$ cat src/rtl/posit_processing_unit.sv
// Posit adder: returns the correctly rounded posit sum of two posit operands, registered.
//
// Parameters
//   N   posit word width (4..32)
//   es  exponent field width (0..N-3)
// Ports
//   clk    clock, rising edge
//   rst_n  asynchronous active-low reset (out=0, inf=0, zero=1)
//   in1    posit operand A
//   in2    posit operand B
//   out    registered posit sum A+B
//   inf    out is NaR (1 followed by zeros)
//   zero   out is all zeros
// Configuration
//   PPU_INPUT_REG_EN  when defined, operands pass through an input register stage (latency 2)
module posit_processing_unit #(
  parameter int unsigned N  = 5,
  parameter int unsigned es = 1
) (
  input  logic         clk,
  input  logic         rst_n,
  input  logic [N-1:0] in1,
  input  logic [N-1:0] in2,
  output logic [N-1:0] out,
  output logic         inf,
  output logic         zero
);

  // W: aligned-mantissa width; carry bit, N-bit mantissa, N+2 bits for shifted-out precision.
  localparam int unsigned W   = 2 * N + 3;
  localparam int unsigned SW  = $clog2(N) + es + 3;
  localparam int unsigned ESW = (es > 0) ? es : 1;
  localparam int unsigned DW  = $clog2(W + 1);
  localparam int unsigned LW  = 2 + ESW + (W - 1) + N;

  localparam logic signed [SW-1:0] One  = SW'(1);
  localparam logic signed [SW-1:0] KMax = SW'(N - 2);
  localparam logic signed [SW-1:0] KMin = -SW'(N - 1);
  localparam logic signed [SW-1:0] WLim = SW'(W);
  localparam logic [N-1:0] NaR    = {1'b1, {(N-1){1'b0}}};
  localparam logic [N-1:0] MaxPos = {1'b0, {(N-1){1'b1}}};
  localparam logic [N-1:0] MinPos = N'(1);

  typedef struct packed {
    logic                 sgn;
    logic signed [SW-1:0] scale;
    logic [N-1:0]         mant;   // 1.f with hidden bit at MSB
  } dec_t;

  function automatic dec_t decode(input logic [N-1:0] x);
    dec_t                 d;
    logic [N-2:0]         body, run, tmp, frac;
    logic                 r0;
    int unsigned          m;
    logic signed [SW-1:0] ms, k;
    logic [ESW-1:0]       e;
    d.sgn = x[N-1];
    body  = x[N-1] ? (N-1)'(-x) : x[N-2:0];
    r0    = body[N-2];
    // Regime length = leading zeros of the run after inverting a ones-run.
    run   = r0 ? ~body : body;
    m     = N - 1;
    for (int i = 0; i < N - 1; i++) begin
      if (run[i]) m = N - 2 - i;
    end
    tmp    = body << (m + 1);
    e      = (es > 0) ? tmp[N-2 -: ESW] : '0;
    frac   = tmp << es;
    ms     = SW'(m);
    k      = r0 ? (ms - One) : -ms;
    d.scale = (k <<< es) + $signed({{(SW-ESW){1'b0}}, e});
    d.mant  = {1'b1, frac};
    return d;
  endfunction

  logic [N-1:0] op_a, op_b;

`ifdef PPU_INPUT_REG_EN
  logic [N-1:0] a_q, b_q;
  always_ff @(posedge clk or negedge rst_n) begin
    if (!rst_n) begin
      a_q <= '0;
      b_q <= '0;
    end else begin
      a_q <= in1;
      b_q <= in2;
    end
  end
  assign op_a = a_q;
  assign op_b = b_q;
`else
  assign op_a = in1;
  assign op_b = in2;
`endif

  dec_t                 da, db, big, sml;
  logic signed [SW-1:0] diff, lzs, res_scale, kr;
  logic [SW-1:0]        rr;
  logic [DW-1:0]        shamt;
  logic [W-1:0]         big_ext, sml_ext, mask, aligned, sum;
  logic                 sticky, guard, rsticky, rnd;
  int unsigned          lz;
  logic [W-2:0]         frac_r;
  logic [ESW-1:0]       er;
  logic [1:0]           pat;
  logic signed [LW-1:0] v, vs;
  logic [N-2:0]         top;
  logic [N-1:0]         rsum, mag, out_d, out_q;

  always_comb begin
    da = decode(op_a);
    db = decode(op_b);
    if (($signed(db.scale) > $signed(da.scale)) ||
        (($signed(db.scale) == $signed(da.scale)) && (db.mant > da.mant))) begin
      big = db;
      sml = da;
    end else begin
      big = da;
      sml = db;
    end

    // Align the smaller mantissa; everything shifted out is jammed into the LSB.
    diff    = $signed(big.scale) - $signed(sml.scale);
    shamt   = (diff >= WLim) ? DW'(W) : diff[DW-1:0];
    big_ext = {1'b0, big.mant, {(W-1-N){1'b0}}};
    sml_ext = {1'b0, sml.mant, {(W-1-N){1'b0}}};
    mask    = ~({W{1'b1}} << shamt);
    sticky  = |(sml_ext & mask);
    aligned = (sml_ext >> shamt) | W'(sticky);
    sum     = (big.sgn == sml.sgn) ? (big_ext + aligned) : (big_ext - aligned);

    lz = W;
    for (int i = 0; i < W; i++) begin
      if (sum[i]) lz = W - 1 - i;
    end
    lzs       = SW'(lz);
    res_scale = $signed(big.scale) + One - lzs;
    frac_r    = (W-1)'(sum << lz);

    // Build regime|exponent|fraction as one bit string, then round it to N-1 bits.
    kr  = res_scale >>> es;
    er  = res_scale[ESW-1:0];
    rr  = (kr >= 0) ? kr : (-kr - One);
    pat = (kr >= 0) ? 2'b10 : 2'b01;
    v   = (es > 0) ? {pat, er, frac_r, {N{1'b0}}} : {pat, frac_r, {(N+1){1'b0}}};
    vs  = v >>> rr;
    top     = vs[LW-1 -: N-1];
    guard   = vs[LW-N];
    rsticky = |vs[LW-N-1:0];
    rnd     = guard & (rsticky | top[0]);
    rsum    = {1'b0, top} + N'(rnd);

    if (kr > KMax)        mag = MaxPos;
    else if (kr < KMin)   mag = MinPos;
    else if (rsum[N-1])   mag = MaxPos;
    else if (rsum == '0)  mag = MinPos;
    else                  mag = rsum;

    if ((op_a == NaR) || (op_b == NaR)) out_d = NaR;
    else if (op_a == '0)                out_d = op_b;
    else if (op_b == '0)                out_d = op_a;
    else if (sum == '0)                 out_d = '0;
    else                                out_d = big.sgn ? -mag : mag;
  end

  always_ff @(posedge clk or negedge rst_n) begin
    if (!rst_n) out_q <= '0;
    else        out_q <= out_d;
  end

  assign out  = out_q;
  assign inf  = (out_q == NaR);
  assign zero = (out_q == '0);

endmodule

$ cat config.mk
export PLATFORM = sky130hd
export DESIGN_NAME = posit_processing_unit
export DESIGN_NICKNAME = d
export VERILOG_FILES = /design/src/rtl/posit_processing_unit.sv
export SDC_FILE = /design/constraint.sdc
export NUM_CORES = 1
export LEC_CHECK = 0
export ABC_AREA = 1
export BUFFER_PORTS_ARGS = -buffer_cell sky130_fd_sc_hd__buf_2
export CAP_MARGIN = 20
export CORE_UTILIZATION = 40
export DETAILED_ROUTE_END_ITERATION = 8
export GPL_TIMING_DRIVEN = 0
export SLEW_MARGIN = 20
export SYNTH_ARGS = -nofsm -noshare
export SYNTH_HDL_FRONTEND = slang
export SYNTH_SLANG_ARGS = --single-unit
$ cat constraint.sdc
create_clock -name clk -period 1.2 [get_ports clk]
set_clock_uncertainty 0.05 [all_clocks]
set_input_delay 0.24 -clock clk [delete_from_list [all_inputs] [get_ports clk]]
set_output_delay 0.24 -clock clk [all_outputs]
set_load 0.02 [all_outputs]
=== Word level (Yosys, flattened, before mapping) ===
Cells that the tools add are included.

* Flip-flop bits (word level): 5
* Output and inout bits: 7
* Logic and storage cells: 96

* $add $sub $neg: 19
* $lt $le $gt $ge: 6
* Equal/unequal tests: 5
* Shift-type cells: 6
* Mux-type cells: 42
* Bitwise operators: 7
* Reduce and logical (&&, ||, !) cells: 10

{| class="wikitable"
|+ Operator list
! operator !! number
|-
| 2-to-1 mux 32 bit || 12
|-
| adder 32 x 1 -> 32 bit (second input constant) || 2
|-
| << shifter 4 x 32 -> 4 bit || 2
|-
| 2-to-1 mux 13 bit || 3
|-
| 2-to-1 mux 4 bit || 9
|-
| << shifter 13 x 32 -> 12 bit || 1
|-
| 2-to-1 mux 5 bit || 5
|-
| 2-to-1 mux 3 bit || 8
|-
| zero test 5 bit || 4
|-
| >>> shifter 20 x 7 -> 20 bit || 1
|-
| equality test 5 bit (second input constant) || 3
|-
| OR reduction 15 bit || 1
|-
| adder 7 x 2 -> 7 bit || 2
|-
| subtractor 7 bit || 2
|-
| adder 12 x 13 -> 13 bit || 1
|-
| AND 12 x 13 -> 13 bit || 1
|-
| zero test 13 bit || 1
|-
| inverter 13 bit || 1
|-
| bitwise OR 13 x 1 -> 13 bit || 1
|-
| OR reduction 13 bit || 1
|-
| << shifter 13 x 4 -> 13 bit (first input constant) || 1
|-
| right shift 12 x 4 -> 13 bit || 1
|-
| subtractor 12 x 13 -> 13 bit || 1
|-
| 2-to-1 mux 6 bit || 2
|-
| other kinds (26) || 29
|}

=== Depth between registers and ports, before layout ===
* Depth after elaboration: 58
* Gate-level depth with buffers: 91
* Depth with buffers taken out: 90

=== Worst setup path before layout ===
No wires, ideal clock.

* Path kind: input to register
* From: input port in1[0]
* To: register out_q[2] (netlist: out[2])
* Arrival: 10258 ps
* Data required time: 1007 ps
* Slack: -9251 ps
* Stages on the path: 76
* Path buffers: 2
* Cell sequence: inv_1 -> ha_1 -> inv_1 -> nand2_1 -> nand2_1 -> nand2_1 -> nand2_1 -> nand3_1 -> nand2_4 -> a21boi_0 -> ha_1 -> nor2_1 -> nor2_2 -> nand2_1 -> inv_1 -> ha_1 -> nand2_1 -> nor3_2 -> [40 not listed] -> nor2_1 -> clkbuf_4 -> or2_2 -> nand3_2 -> nand3_2 -> a22oi_2 -> nand2_1 -> inv_1 -> ha_1 -> nand3_1 -> inv_1 -> nor2_1 -> o21ai_0 -> inv_1 -> ha_1 -> or3_1 -> a31oi_1 -> a211oi_1

* Word-level cells in the longest chain between the ends: 58
* Elaborated cells on any way between the ends: 77
* Classes of those cells: add/sub: 14; order compare: 6; eq/ne: 3; shift: 5; mux: 35; bitwise: 6; reduce/logical: 8

{| class="wikitable"
|+ Ends and longest elaborated chain
! element !! RTL line !! source
|-
| start: declaration || 22 || <nowiki>input logic [N-1:0] in1,</nowiki>
|-
| branches (longest 57 deep; another with adder 32 x 1 -> 32 bit) || n/a ||
|-
| 2-to-1 mux 5 bit * || 159 || <nowiki>if ((op_a == NaR) || (op_b == NaR)) out_d = NaR;</nowiki>
|-
| via out_d[2] || 108 || <nowiki>logic [N-1:0] rsum, mag, out_d, out_q;</nowiki>
|-
| end signal: assignment || 168 || <nowiki>else out_q <= out_d;</nowiki>
|-
| end: declaration || 108 ||
|}

Mark *: on every way through the listed nets, which the timed path passes.

=== Final worst setup path ===
* From: input port in2[0]
* To: register out_q[2] (netlist: out[2])

* Word-level cells in the longest chain between the ends: 58
* Elaborated cells on any way between the ends: 77
* Classes of those cells: add/sub: 14; order compare: 6; eq/ne: 3; shift: 5; mux: 35; bitwise: 6; reduce/logical: 8

{| class="wikitable"
|+ Ends and longest elaborated chain
! element !! RTL line !! source
|-
| start: declaration || 23 || <nowiki>input logic [N-1:0] in2,</nowiki>
|-
| branches (longest 57 deep; another with adder 32 x 1 -> 32 bit) || n/a ||
|-
| 2-to-1 mux 5 bit * || 159 ||
|-
| via out_d[2] || 108 ||
|}

Marks and branches as above.

==> flow_summary.ini <==
[global_route]
grt_pass1_wl_um = 23200
grt_pass1_vias = 5270
antenna_found_initial = 0
overflow = 0
track_usage_pct = 24.0
grt_max_degree = 11

[clock_network]
cts_buffer_depth = 2
cts-htree-levels = 1
numCtsBuffers = 3
cts_tree = yes
clockRootBuffer = clkbuf_8
clock_sinks = 5
clkTransAtPathRegs_ps = 40

[yosys]
synth_common_cells = nand2_1 (255), nand3_1 (117), inv_1 (113)
synthCells = 804
synth_seq_cells = 5
syn_area_per_cell_um2 = 5.40
synth-async-reset-ratio_pct = 100
synthesis.nets = 851
syn-cell-area_um2 = 4340
yosysMostFrequentCell = nand2_1
synth_warnings = 0
yosysUniqueCellTypes = 52
yosysTopAreaCell = nand2_1
ys_top_cells_by_area = nand2_1 (22%), nand3_1 (13%), inv_1 (9.8%)
seq_area_frac_synth_pct = 2.88
synth_top_area_share_pct = 22.0
synth_top_flop_cell = dfrtp_1
synth_edf_count = 0

[route]
drc = 0
via_per_inst = 5.12
drt-initial-drc-count = 218
vias = 5493
dr.pass1.iters = 6
wl_per_cell_um = 12.8
wirelength_um = 13700
ant_nets = 0

[critical_path]
crit_type = in -> reg
crit_required_ps = 1220
crit_family = simple AND/OR/NAND/NOR gates
critPathMaxStageDelay_ps = 550
crit_path_max_fanout = 7
cpMostUsedCell = inv_2
cp-start-kind = input port
crit_slowest_cell = fa_2
worst_setup_path_end_kind = flip-flop
crit_arrival_ps = 9560
cp_num_buf_inv = 20

[layout]
fillers = 911
drive_above_1_share_pct = 45.1
syn2layout_area_growth_pct = 52.0
largest_reg_flops = 5
finalNetCount = 985
antenna_cells = 0

[place]
port-buffer-count = 16
gp_congestion = 0.887
hpwl_um = 9570

[timing]
finalSetupViolations = 7
hold_violations = 0
fin_crit_ps = 9540
slew_violations = 0
fin_crit_sh_pct = 795
whs_ps = 309
tightest_slew_ps = 1040
worst_slack_ps = -8340
rsz0062_at_grt = yes
slew_headroom_pct = 29.9
fmax_mhz = 105

[die]
initial_core_util_pct = 41.7
num_rows = 37
die_x_um = 106
die_y_um = 106
io_pins = 19
fp.coreArea_um2 = 10400
die_area_um2 = 11300

[run_status]
outcome = finished, violations left
violations = setup timing

[flow_run]
cap_violations = 0

[worst_hold_path]
hp-class = in -> async
-- path summary, 6_finish.rpt --
kind                       cells after the start  endpoint  slack, ps  startpoint
max in group asynchronous                      2    out[4]        670       rst_n
hold / removal                                 2    out[0]        310       rst_n
min in group clk                               3    out[2]        330      in2[2]
setup / recovery                              75    out[2]      -8340      in2[0]
-- cells in the final DEF, fill, tap and decap left out, types with 11 or more instances in the layout --
cell type	Yosys	routed
buf_2	1	11
buf_4	2	107
buf_6	5	13
ha_1	33	12
ha_4	0	18
inv_1	113	83
inv_2	21	42
nand2_1	255	210
nand2_2	29	57
nand2_4	14	27
nand3_1	117	98
nand3_2	14	25
nand4_1	15	15
nor2_1	57	34
nor2_2	13	16
nor2_4	1	21
o21ai_0	28	20
-- layout make-up --
type | instances | area (um^2) | area share, %
clock buffers | 4 | 45.0 | 0.682
flip-flops and latches | 5 | 125 | 1.89
well taps | 136 | 170 | 2.58
repair buffers | 129 | 1010 | 15.3
multi-input cells | 649 | 4520 | 68.5
inverters | 136 | 543 | 8.22
plain buffers | 14 | 184 | 2.79
-- metal layers --
layer / track usage [%] / part of all wire, % / wire [um]
met1: 31.0 / 46 / 6340
met5: 0 / 0 / 0
met3: 0.736 / 2.1 / 285
met2: 44.7 / 50 / 6880
met4: 3.67 / 1.4 / 186
-- per-stage QoR --
stage | setup TNS, ps | setup slack, ps | instances | utilization, % | instance area (um^2)
floorplan | -39850 | -8100 | 804 | - | 4690
global placement | -46720 | -9500 | 956 | 47.5 | 4940
detailed placement | -47680 | -9710 | 956 | 47.5 | 4940
CTS | -40570 | -8080 | 1056 | 60.3 | 6280
global route | -44790 | -8880 | 1073 | 63.4 | 6600
finish | -41970 | -8340 | 1073 | 63.4 | 6600
-- timing repair --
| item | 4_1_cts | 5_1_grt |
|---|---|---|
| gates resized for setup | 149 | 46 |
| hold buffers | 1 | 0 |
| cloned | 0 | 0 |
| pin swaps | 95 | 47 |
| hold endpoints to repair | 5 | 0 |
| setup buffers | 95 | 18 |
| setup endpoints to repair | 7 | 7 |
-- kinds of logic after synthesis --
logic type / count (synthesis) / synth area share (%)
and+or+nand+nor: 529 / 58.1
buffers and inverters: 150 / 15.4
AOI/OAI and AO/OA: 77 / 11.2
adders and majority gates: 35 / 10.4
xor gates and xnor gates: 7 / 1.58
DFF: 5 / 2.88
muxes: 1 / 0.518
Power is not shown: default switching activity piles up to over one toggle a cycle in this logic, so the estimate is an artifact.
